==> src/rtl/input_conditioner.sv <==
// Synchronises and debounces pushbuttons (active-low) and slide switches, giving
// clean active-high levels plus single-cycle press/release/change pulses.
module input_conditioner #(
    parameter int DEBOUNCE_CYCLES = 500_000,
    parameter int NUM_KEYS        = 2,
    parameter int NUM_SW          = 10
) (
    input  logic                clock,
    input  logic                reset,
    input  logic [NUM_KEYS-1:0] key_raw,
    input  logic [NUM_SW-1:0]   sw_raw,
    output logic [NUM_KEYS-1:0] key_level,
    output logic [NUM_KEYS-1:0] key_press,
    output logic [NUM_KEYS-1:0] key_release,
    output logic [NUM_SW-1:0]   sw_level,
    output logic                sw_change
);
    localparam int N  = NUM_KEYS + NUM_SW;
    localparam int CW = $clog2(DEBOUNCE_CYCLES + 1);
    localparam logic [CW-1:0] CNT_LAST = CW'(DEBOUNCE_CYCLES - 1);
    // Idle value of the synchroniser; XOR with it also turns active-low keys into active-high.
    localparam logic [N-1:0] SYNC_IDLE = {{NUM_SW{1'b0}}, {NUM_KEYS{1'b1}}};

    typedef enum logic {
        STABLE   = 1'b0,
        COUNTING = 1'b1
    } chan_state_t;

    logic [N-1:0]  sync1_q, sync2_q, synced;
    logic [N-1:0]  level_q, level_d, toggle;
    logic [CW-1:0] cnt_q [N];
    logic [CW-1:0] cnt_d [N];
    chan_state_t   state_q [N];
    chan_state_t   state_d [N];

    logic [NUM_KEYS-1:0] press_q, release_q;
    logic                change_q;

    assign synced = sync2_q ^ SYNC_IDLE;

    always_ff @(posedge clock or posedge reset) begin
        if (reset) begin
            sync1_q <= SYNC_IDLE;
            sync2_q <= SYNC_IDLE;
        end else begin
            sync1_q <= {sw_raw, key_raw};
            sync2_q <= sync1_q;
        end
    end

    always_ff @(posedge clock or posedge reset) begin
        if (reset) begin
            level_q   <= '0;
            press_q   <= '0;
            release_q <= '0;
            change_q  <= 1'b0;
            for (int i = 0; i < N; i++) begin
                cnt_q[i]   <= '0;
                state_q[i] <= STABLE;
            end
        end else begin
            level_q   <= level_d;
            press_q   <= toggle[NUM_KEYS-1:0] & level_d[NUM_KEYS-1:0];
            release_q <= toggle[NUM_KEYS-1:0] & ~level_d[NUM_KEYS-1:0];
            change_q  <= |toggle[N-1:NUM_KEYS];
            for (int i = 0; i < N; i++) begin
                cnt_q[i]   <= cnt_d[i];
                state_q[i] <= state_d[i];
            end
        end
    end

    always_comb begin
        logic [CW-1:0] cur;
        level_d = level_q;
        cur     = '0;
        for (int i = 0; i < N; i++) begin
            state_d[i] = state_q[i];
            cnt_d[i]   = cnt_q[i];
            // The counter is held at zero while STABLE, so only trust it while COUNTING.
            cur = (state_q[i] == COUNTING) ? cnt_q[i] : '0;
            if (synced[i] == level_q[i]) begin
                cnt_d[i]   = '0;
                state_d[i] = STABLE;
            end else if (cur == CNT_LAST) begin
                level_d[i] = ~level_q[i];
                cnt_d[i]   = '0;
                state_d[i] = STABLE;
            end else begin
                cnt_d[i]   = cur + 1'b1;
                state_d[i] = COUNTING;
            end
        end
    end

    assign toggle      = level_d ^ level_q;
    assign key_level   = level_q[NUM_KEYS-1:0];
    assign sw_level    = level_q[N-1:NUM_KEYS];
    assign key_press   = press_q;
    assign key_release = release_q;
    assign sw_change   = change_q;

endmodule
==> config.mk <==
export PLATFORM = sky130hd
export DESIGN_NAME = input_conditioner
export DESIGN_NICKNAME = d
export VERILOG_FILES = /design/src/rtl/input_conditioner.sv
export SDC_FILE = /design/constraint.sdc
export NUM_CORES = 1
export LEC_CHECK = 0
export ABC_AREA = 1
export BUFFER_PORTS_ARGS = -buffer_cell sky130_fd_sc_hd__buf_2
export CAP_MARGIN = 20
export CORE_AREA = 2 2 186 188
export CTS_CLUSTER_DIAMETER = 40
export DETAILED_ROUTE_END_ITERATION = 12
export DIE_AREA = 0 0 188 190
export PLACE_DENSITY = 0.61
export SLEW_MARGIN = 40
export SYNTH_ARGS = -nofsm -noshare
export SYNTH_HDL_FRONTEND = slang
export SYNTH_SLANG_ARGS = --single-unit
==> constraint.sdc <==
create_clock -name clock -period 12.1 [get_ports clock]
set_input_delay 2.42 -clock clock [delete_from_list [all_inputs] [get_ports clock]]
set_output_delay 2.42 -clock clock [all_outputs]
set_load 0.005 [all_outputs]
---- Word level (Yosys, flattened, before mapping) ----
Index checks and enable logic that the tools add are counted.
storage, ports and cells
  register bits ........................... 281
  input bits .............................. 14
  output and inout port bits .............. 17
  logic and storage cells ................. 168
operators by class
  add/sub/neg operators ................... 12
  equality and inequality tests ........... 24
  multiplexer cells ....................... 84
  bitwise gates (word level) .............. 17
  reductions and logical operators ........ 1
operators by type and width
  operator                                       number
  2-to-1 mux 19 bit                              36
  adder 19 x 1 -> 19 bit, second input constant  12
  == test 19 bit, second input constant          12
  2-to-1 mux 1 bit                               48
  == test 1 bit                                  12
  NOT 1 bit                                      12
  bitwise XOR 12 bit                             1
  OR reduction 10 bit                            1
  bitwise AND 2 bit                              2
  NOT 2 bit                                      2

---- Logic depth before layout (Yosys ltp) ----
Gate-level depths: netlist (run 1).
  word-level depth ........................ 6
  depth in mapped cells ................... 16
  depth with buffers taken out ............ 13

---- Least setup slack after synthesis (run 1) ----
Ideal clock, no wire load.
  path kind ............................... register -> output
  from .................................... register level_q[0]
  to ...................................... output key_level[0]
  data arrival time ....................... 399 ps
  data required time ...................... 9680 ps
  setup slack ............................. 9281 ps
  stages on the path, launching flop included .. 1
  buffers on the path ..................... 0
  path through ............................ dfrtp_1
RTL lines
  element                 RTL line  text
  start, declared         30        logic [N-1:0] level_q, level_d, toggle;
  start signal, assigned  62        level_q <= level_d;
  end, declared           12        output logic [NUM_KEYS-1:0] key_level,
No word-level cell between the ends.

---- Worst setup path in the final report (run 1) ----
  from .................................... register level_q[0]
  to ...................................... output key_level[0]
No word-level cell between the ends.

==> run summary, run 1 <==
The run finished with clean final reports. CTS saw 281 sinks. At the later pin of the worst-skew pair, clock insertion delay measures 560 ps.

Derived from the worst setup path, the maximum achievable clock frequency is 0.279 GHz. Of all cell types, the one taking the most synthesized area is sky130_fd_sc_hd__dfrtp_1. The power density normalized to cell area is 134 nW/um^2.

The detailed-router iteration count before antenna repair came out at 5. Among all stages on the critical path, the largest delay is contributed by sky130_fd_sc_hd__dfrtp_1. The number of slew-limit violations in the final report was 0.

In the final timing run, aggregate negative setup slack is 0 ps. The synthesis-to-layout area growth came out at 14.2%. The hold-fix buffer count after cts is 0.

The post-CTS setup repair buffer count came out at 0. The critical path is of the flip-flop to output port type. The repair_antennas step left the layout with diodes totalling 0.

The global routing stage identified its most utilized layer as met2. The tool flagged a number of max-cap violations equal to 0. The final hold slack came out at 347 ps. The number of hold violations in the final report is 0. The post-synthesis cell type count came out at 44. The floorplan row count is 68.

The proportion of netlist area held by the largest area contributor came out at 0.444. The cell count after synthesis came out at 2076. Ranked by total cell area, the synthesized netlist is headed by sky130_fd_sc_hd__dfrtp_1 44%, sky130_fd_sc_hd__nand2_1 11%, sky130_fd_sc_hd__nor2_1 11%, sky130_fd_sc_hd__inv_1 5.4%, sky130_fd_sc_hd__nand3_1 4.8%. The number of flops mapped to enable cells by yosys is 0.

The category of the worst setup path launch point is a flip-flop. The area of the mapped netlist is 15600 sq um. After global routing the overflow that remains totals 0.

For the final database, setup skew stands at 14.0 ps. The root buffer cell chosen for the clock tree is sky130_fd_sc_hd__clkbuf_16. The net count of the finished layout is 2161. The largest net degree at the start of global routing is 157. The number of warnings printed during yosys synthesis is 0. The routed length per placed instance came out at 12.5 um. The detailed-placement wirelength estimate came out at 22700 um. The number of synthesized register bits is 281.

The time the worst path needs with I/O delays and setup is 3580 ps. The post-route fraction of the period consumed by the critical path is 0.296. Leaving out fill and tap cells, the most frequent cells in the layout are 475 x sky130_fd_sc_hd__nand2_1, 448 x sky130_fd_sc_hd__nor2_1, 277 x sky130_fd_sc_hd__dfrtp_1, 222 x sky130_fd_sc_hd__inv_1, 151 x sky130_fd_sc_hd__nand3_1. After detailed placement, the total cell area comes to 16100 sq um. The height of the die came out at 190 um. The kind of cell with the highest combined delay along the critical path is flip-flops. In this run the tool buffered the top-level ports with 30 buffer cells. The deepest level of the CTS H-tree is 2. The number of buffers added by the clock tree synthesis step is 50.

In the synthesized netlist the dominant register cell turns out to be sky130_fd_sc_hd__dfrtp_1. The post-synthesis async set-or-reset flop share came out at 1.00. In the global route stage, met3 resource usage came out at 0.0380. The global-route wire length before repair came out at 57800 um. The post-synthesis sequential area ratio came out at 0.451. Counting every net in the synthesized netlist gives 2102. The number of antenna violations at the first check in global routing came to 0. After filler insertion, the fill cell instance count of the layout stands at 3243.

Routability-driven placement finished with a final weighted congestion of 0.895. TritonCTS built the clock tree. The total detailed-routing wirelength is 32900 um. The worst hold path belongs to the class flip-flop to flip-flop. The post-detailed-route DRC marker count is 0. Setup repair after global routing left no endpoint under its margin. The count of routing violations after the opening detailed-route iteration is 763.

The via count of the first global-routing pass came out at 12522. The worst pin sits at a relative slew slack of 0.467. For this run, global-route usage on met2 was measured as 0.312. The per-instance average area after synthesis is 7.51 sq um. The clock tree buffer depth is 3. For the pin with the worst max-slew slack, the measured transition is 799 ps. For this run, the share of the core covered by cells in the final layout is 0.525. The width of the chip came out at 188 um. The number of endpoints failing setup at the final stage came out at 0. The final instance area is 17800 sq um. The nature of the critical path endpoint is an output port. The initial core utilization is 0.459. Walking the worst path, the cells encountered are buf_2. The detail route stage leaves a number of antenna-violating nets equal to 0. The overall die area is 35700 sq um.

The required arrival time at the worst endpoint is 9680 ps. The final route contains 12887 vias. The highest fanout seen on the critical path came out at 5. The number of I/O pins came out at 31.

The number of instances resized during post-cts repair came out at 0. STA puts the critical path data arrival time at 1160 ps. The total power draw is 2390 uW. The total global routing track utilization came out at 0.192. The core region area is 33900 sq um.

The leakage power total is 0.00840 uW. The number of vias per cell after detailed routing is 4.90. The clock transition time at the flip-flop clock pins of the worst setup and hold paths came out at 50 ps.

The delay of the slowest critical-path stage came out at 440 ps. The share of post-route cells with drive strength above 1 came out at 0.110. For this run, global-route usage on met1 was measured as 0.261. The number of buffers and inverters on the critical path is 1. The maximum vdd ir drop came out at 0.000106 V. The most common cell after layout, fill and taps aside is sky130_fd_sc_hd__nand2_1.
[synthesized netlist by cell type, types with 10 or more instances]
cell and number:
sky130_fd_sc_hd__buf_4 14, sky130_fd_sc_hd__inv_2 21, sky130_fd_sc_hd__a21oi_1 59, sky130_fd_sc_hd__dfrtp_1 277, sky130_fd_sc_hd__nand2_1 475, sky130_fd_sc_hd__inv_1 223
sky130_fd_sc_hd__nor2_2 29, sky130_fd_sc_hd__o21ai_0 27, sky130_fd_sc_hd__nand4_1 47, sky130_fd_sc_hd__ha_1 12, sky130_fd_sc_hd__nand2_2 17, sky130_fd_sc_hd__xnor2_1 33
sky130_fd_sc_hd__nor2_1 448, sky130_fd_sc_hd__nand3_1 151, sky130_fd_sc_hd__nor2_4 10, sky130_fd_sc_hd__xor2_1 67, sky130_fd_sc_hd__nand3b_1 14, sky130_fd_sc_hd__nor3_1 77
[per-layer routing]
layer | vias to the layer above | share of wire | routed length (um)
li1 | 6717 | - | -
met1 | 5944 | 0.48 | 15900
met2 | 181 | 0.46 | 15200
met3 | 45 | 0.039 | 1270
met4 | 0 | 0.018 | 593
met5 | - | 0 | 0
[power breakdown]
group / internal [uW] / leakage (uW) / switching (uW)
clock network: 852 / 0.000797 / 512
registers: 953 / 0.00381 / 17.6
logic: 13.2 / 0.00379 / 44.4
[final timing paths]
check / start / endpoint / slack, ps / depth (start not counted)
worst max-delay path: level_q[0] / key_level[0] / 8520 / 1
worst min-delay path: sync1_q[4] / sync2_q[4] / 350 / 0
worst max register to register: state_q[11] / cnt_q[221] / 9550 / 10
worst min register to register: sync1_q[4] / sync2_q[4] / 350 / 0
max in group asynchronous: reset / cnt_q[145] / 8850 / 4
min in group asynchronous: reset / cnt_q[227] / 1950 / 2
[cell type report]
type / instances / area [sq um] / share of cell area
timing repair buffer: 34 / 213 / 0.0119
sequential: 281 / 7040 / 0.395
inverter: 247 / 943 / 0.0530
multi-input combinational: 1521 / 7390 / 0.415
tap: 455 / 569 / 0.0320
clock buffer: 56 / 1340 / 0.0749
clock inverter: 34 / 322 / 0.0181
[stage by stage]
step	std cells	setup WS, ps
global placement	2537	8050
finish	2628	8520
floorplan	2076	1940
detailed placement	2537	8200
CTS	2627	8510
global route	2628	8440
[kinds of logic (layout without fill, tap and decap cells)]
kind of cell | count (synthesis) | count (layout) | synth area share
and+or+nand+nor | 1303 | 1303 | 0.372
DFF | 281 | 281 | 0.451
buffers and inverters | 274 | 371 | 0.0752
AOI/OAI and AO/OA | 106 | 106 | 0.0360
xor gates and xnor gates | 100 | 100 | 0.0562
adders and majority gates | 12 | 12 | 0.00963
[registers in the layout, indices dropped and copies added (netlist names)]
| signal | cells |
|---|---|
| key_press | 2 |
| key_release | 2 |
| sw_change | 1 |
| level_q | 12 |
| sync2_q | 12 |
| sync1_q | 12 |
| cnt_q | 228 |
| state_q | 12 |
(Power assumes the default switching activity.)
==> inputs of run 2 (changes only) <==
Settings changed: PLACE_DENSITY 0.61 to 0.63.
Clock period 12.1 ns to 2.9 ns, I/O delays scaled along.
==> run 2 against run 1 <==
  * Sequential power rose to 4.1 times the previous value
  * Wire length about the same
  * Global-route usage down 0.083 points
  * Clock power rose to 4.3 times the previous value
  * Clock skew up 7.2 ps
  * Core utilization up 0.41 points
  * Setup slack worse by 7900 ps
  * Highest routed layer unchanged
==> run summary, run 2 (synthesized netlist as in run 1, its figures left out) <==
The overall die area came out at 35700 sq um (unchanged). The global-route wire length before repair was 58100 um (+0.51%). The detailed-router iteration count before antenna repair is 5 (unchanged). The max-cap violation count came out at 0 (unchanged). By startpoint and endpoint, the worst setup path is classified as flip-flop to flip-flop. The via count of the routed design came out at 13066 (+1.4%).

The clock tree buffer depth came out at 3 (unchanged). STA classifies the critical path startpoint as a flip-flop. The clock transition time at the flip-flop clock pins of the worst setup and hold paths is 50 ps (about the same). The initial core utilization is 0.459 (unchanged). The core region area is 33900 sq um (unchanged). In the layout the commonest cells are 475 x sky130_fd_sc_hd__nand2_1, 448 x sky130_fd_sc_hd__nor2_1, 277 x sky130_fd_sc_hd__dfrtp_1, 222 x sky130_fd_sc_hd__inv_1, 151 x sky130_fd_sc_hd__nand3_1. The number of buffers added by the clock tree synthesis step came out at 49 (-2.0%).

The number of inserted filler cells in the final layout is 3234 (-0.28%). The post-detailed-route DRC marker count is 0 (unchanged). The number of inserted diodes came out at 0 (unchanged). The data arrival time at the worst-slack endpoint came to 2790 ps (+1630 ps). The clock insertion delay at the later pin of the skew report came out at 550 ps (about the same).

The number of I/O pins is 31 (unchanged). The worst setup path is captured at a flip-flop. The width of the chip came out at 188 um (unchanged).

The slew at the pin closest to its max-slew limit is 714 ps (-84.8 ps). The largest register by flop count is cnt_q. The height of the die came out at 190 um (unchanged).

The critical path goes through nand2_1, inv_1, ha_1, nand3_1, nor2_1, a21oi_2, o21ai_0, a21oi_1. The number of clock sinks seen by CTS came out at 281 (unchanged). Setup repair after global routing left no endpoint under its margin. The setup clock skew after layout was 21.2 ps (+7.24 ps). The post-route fraction of the period consumed by the critical path came out at 0.803.

The highest clock frequency the design can meet is 0.430 GHz. The floorplan row count came to 68 (unchanged). The final standard cell utilization of the core came out at 0.529 (+0.00413). The number of endpoints failing setup at the final stage came out at 0 (unchanged). The total global routing track utilization came out at 0.191 (-0.000825).

The port buffer count is 30 (unchanged). The flow ran to the end, and the final reports show no timing, DRC or antenna violations. The area growth from synthesis to layout is 15.1%. The number of instances resized during post-cts repair is 0 (unchanged). The highest fanout seen on the critical path came to 22 (+17).

The number of slew-limit violations in the final report was 0 (unchanged). The delay of the slowest critical-path stage was 640 ps (+200 ps). The final weighted congestion in routability-driven placement is 0.923 (+3.1%). The routed length per placed instance was 12.5 um (-0.53%). The time the worst path needs with I/O delays and setup came out at 2330 ps. The post-CTS setup repair buffer count is 0 (unchanged).

For this design, the slowest cell found on the critical path is sky130_fd_sc_hd__dfrtp_1. The final net count came out at 2174 (+0.60%). The via count of the first global-routing pass is 12765 (+1.9%). The register cell area after layout was 7040 sq um (unchanged).

The number of antenna violations at the first check in global routing came to 0 (unchanged). The required arrival time at the worst endpoint came out at 3360 ps (-6320 ps). The total detailed-routing wirelength is 32900 um (about the same). The worst relative slew slack came to 0.522 (+0.0549).

The detailed-placement wirelength estimate was 23600 um (+3.7%). The count of routing violations after the opening detailed-route iteration came to 760 (-0.39%). The hold-fix buffer count after cts came out at 0 (unchanged). The TritonCTS clock tree is built.

The flip-flop count of the largest register, all copies and words added came out at 228 (unchanged). The maximum vdd ir drop is 0.000607 V (+470%). The power density normalized to cell area was 565 nW/um^2 (+320%).

The total congestion overflow was 0 (unchanged). The share of post-route cells with drive strength above 1 is 0.113 (+0.00346). The tree is rooted in a sky130_fd_sc_hd__clkbuf_16. The number of hold violations in the final report is 0 (unchanged). The leakage power total is 0.00848 uW (+0.96%).

The count of nets left with antenna violations after detail routing was 0 (unchanged). The deepest level of the CTS H-tree came out at 2 (unchanged). The multi-input gate area in the final layout came out at 7390 sq um (-0.10%). The largest net degree at the start of global routing is 75 (-52%). The min-delay analysis places its worst path in the category input pin to async pin. Leaving out fill and tap cells, the most frequent cell in the layout is sky130_fd_sc_hd__nand2_1. The number of vias per cell after detailed routing is 4.95 (+0.89%). The setup TNS came out at 0 ps (unchanged).
-- run 2: layout make-up --
class	instances	area share
clock inverters	32	0.0207
inverters	247	0.0521
well taps	455	0.0317
clock buffers	57	0.0735
repair buffers	48	0.0187
multi-input cells	1521	0.411
flip-flops and latches	281	0.392
-- run 2: power breakdown --
group	total [uW]	internal [uW]	switching, uW
clock	5830	3750	2080
combinational	296	69.3	226
sequential	4010	3980	35.8
-- run 2: path summary, 6_finish.rpt --
| kind | startpoint | cells after the start | slack [ps] | to |
|---|---|---|---|---|
| setup / recovery | state_q[1] | 8 | 570 | cnt_q[21] |
| hold / removal | reset | 2 | 80 | sync2_q[4] |
| setup reg to reg | state_q[1] | 8 | 570 | cnt_q[21] |
| hold reg to reg | sync1_q[6] | 0 | 340 | sync2_q[6] |
| max in group asynchronous | reset | 3 | 2050 | sync1_q[1] |
| min in group clock | sw_raw[3] | 1 | 130 | sync1_q[5] |
-- run 2: per-stage QoR --
stage	total power, uW	setup WS, ps	area [sq um]	instances	hold WS, ps
finish	10100	572	18000	2641	83.8
global route	10500	309	18000	2641	94.1
CTS	10300	562	18000	2641	64.8
detailed placement	4380	566	16300	2552	335
global placement	4380	619	16300	2552	333
floorplan	4300	-1400	15600	2076	331
-- run 2: critical path, delay by kind of cell (launching register included) --
kind	cells	cell delay, ps
and+or+nand+nor	3	510
DFF	1	640
adders and majority gates	1	200
AOI/OAI and AO/OA	3	830
buffers and inverters	1	60
-- run 2: per-layer routing --
metal	vias up	global-route usage	wire, um
li1	6736	-	-
met1	6065	0.255	15500
met2	214	0.319	15500
met3	51	0.0334	1350
met4	0	0.0557	625
met5	-	0	0
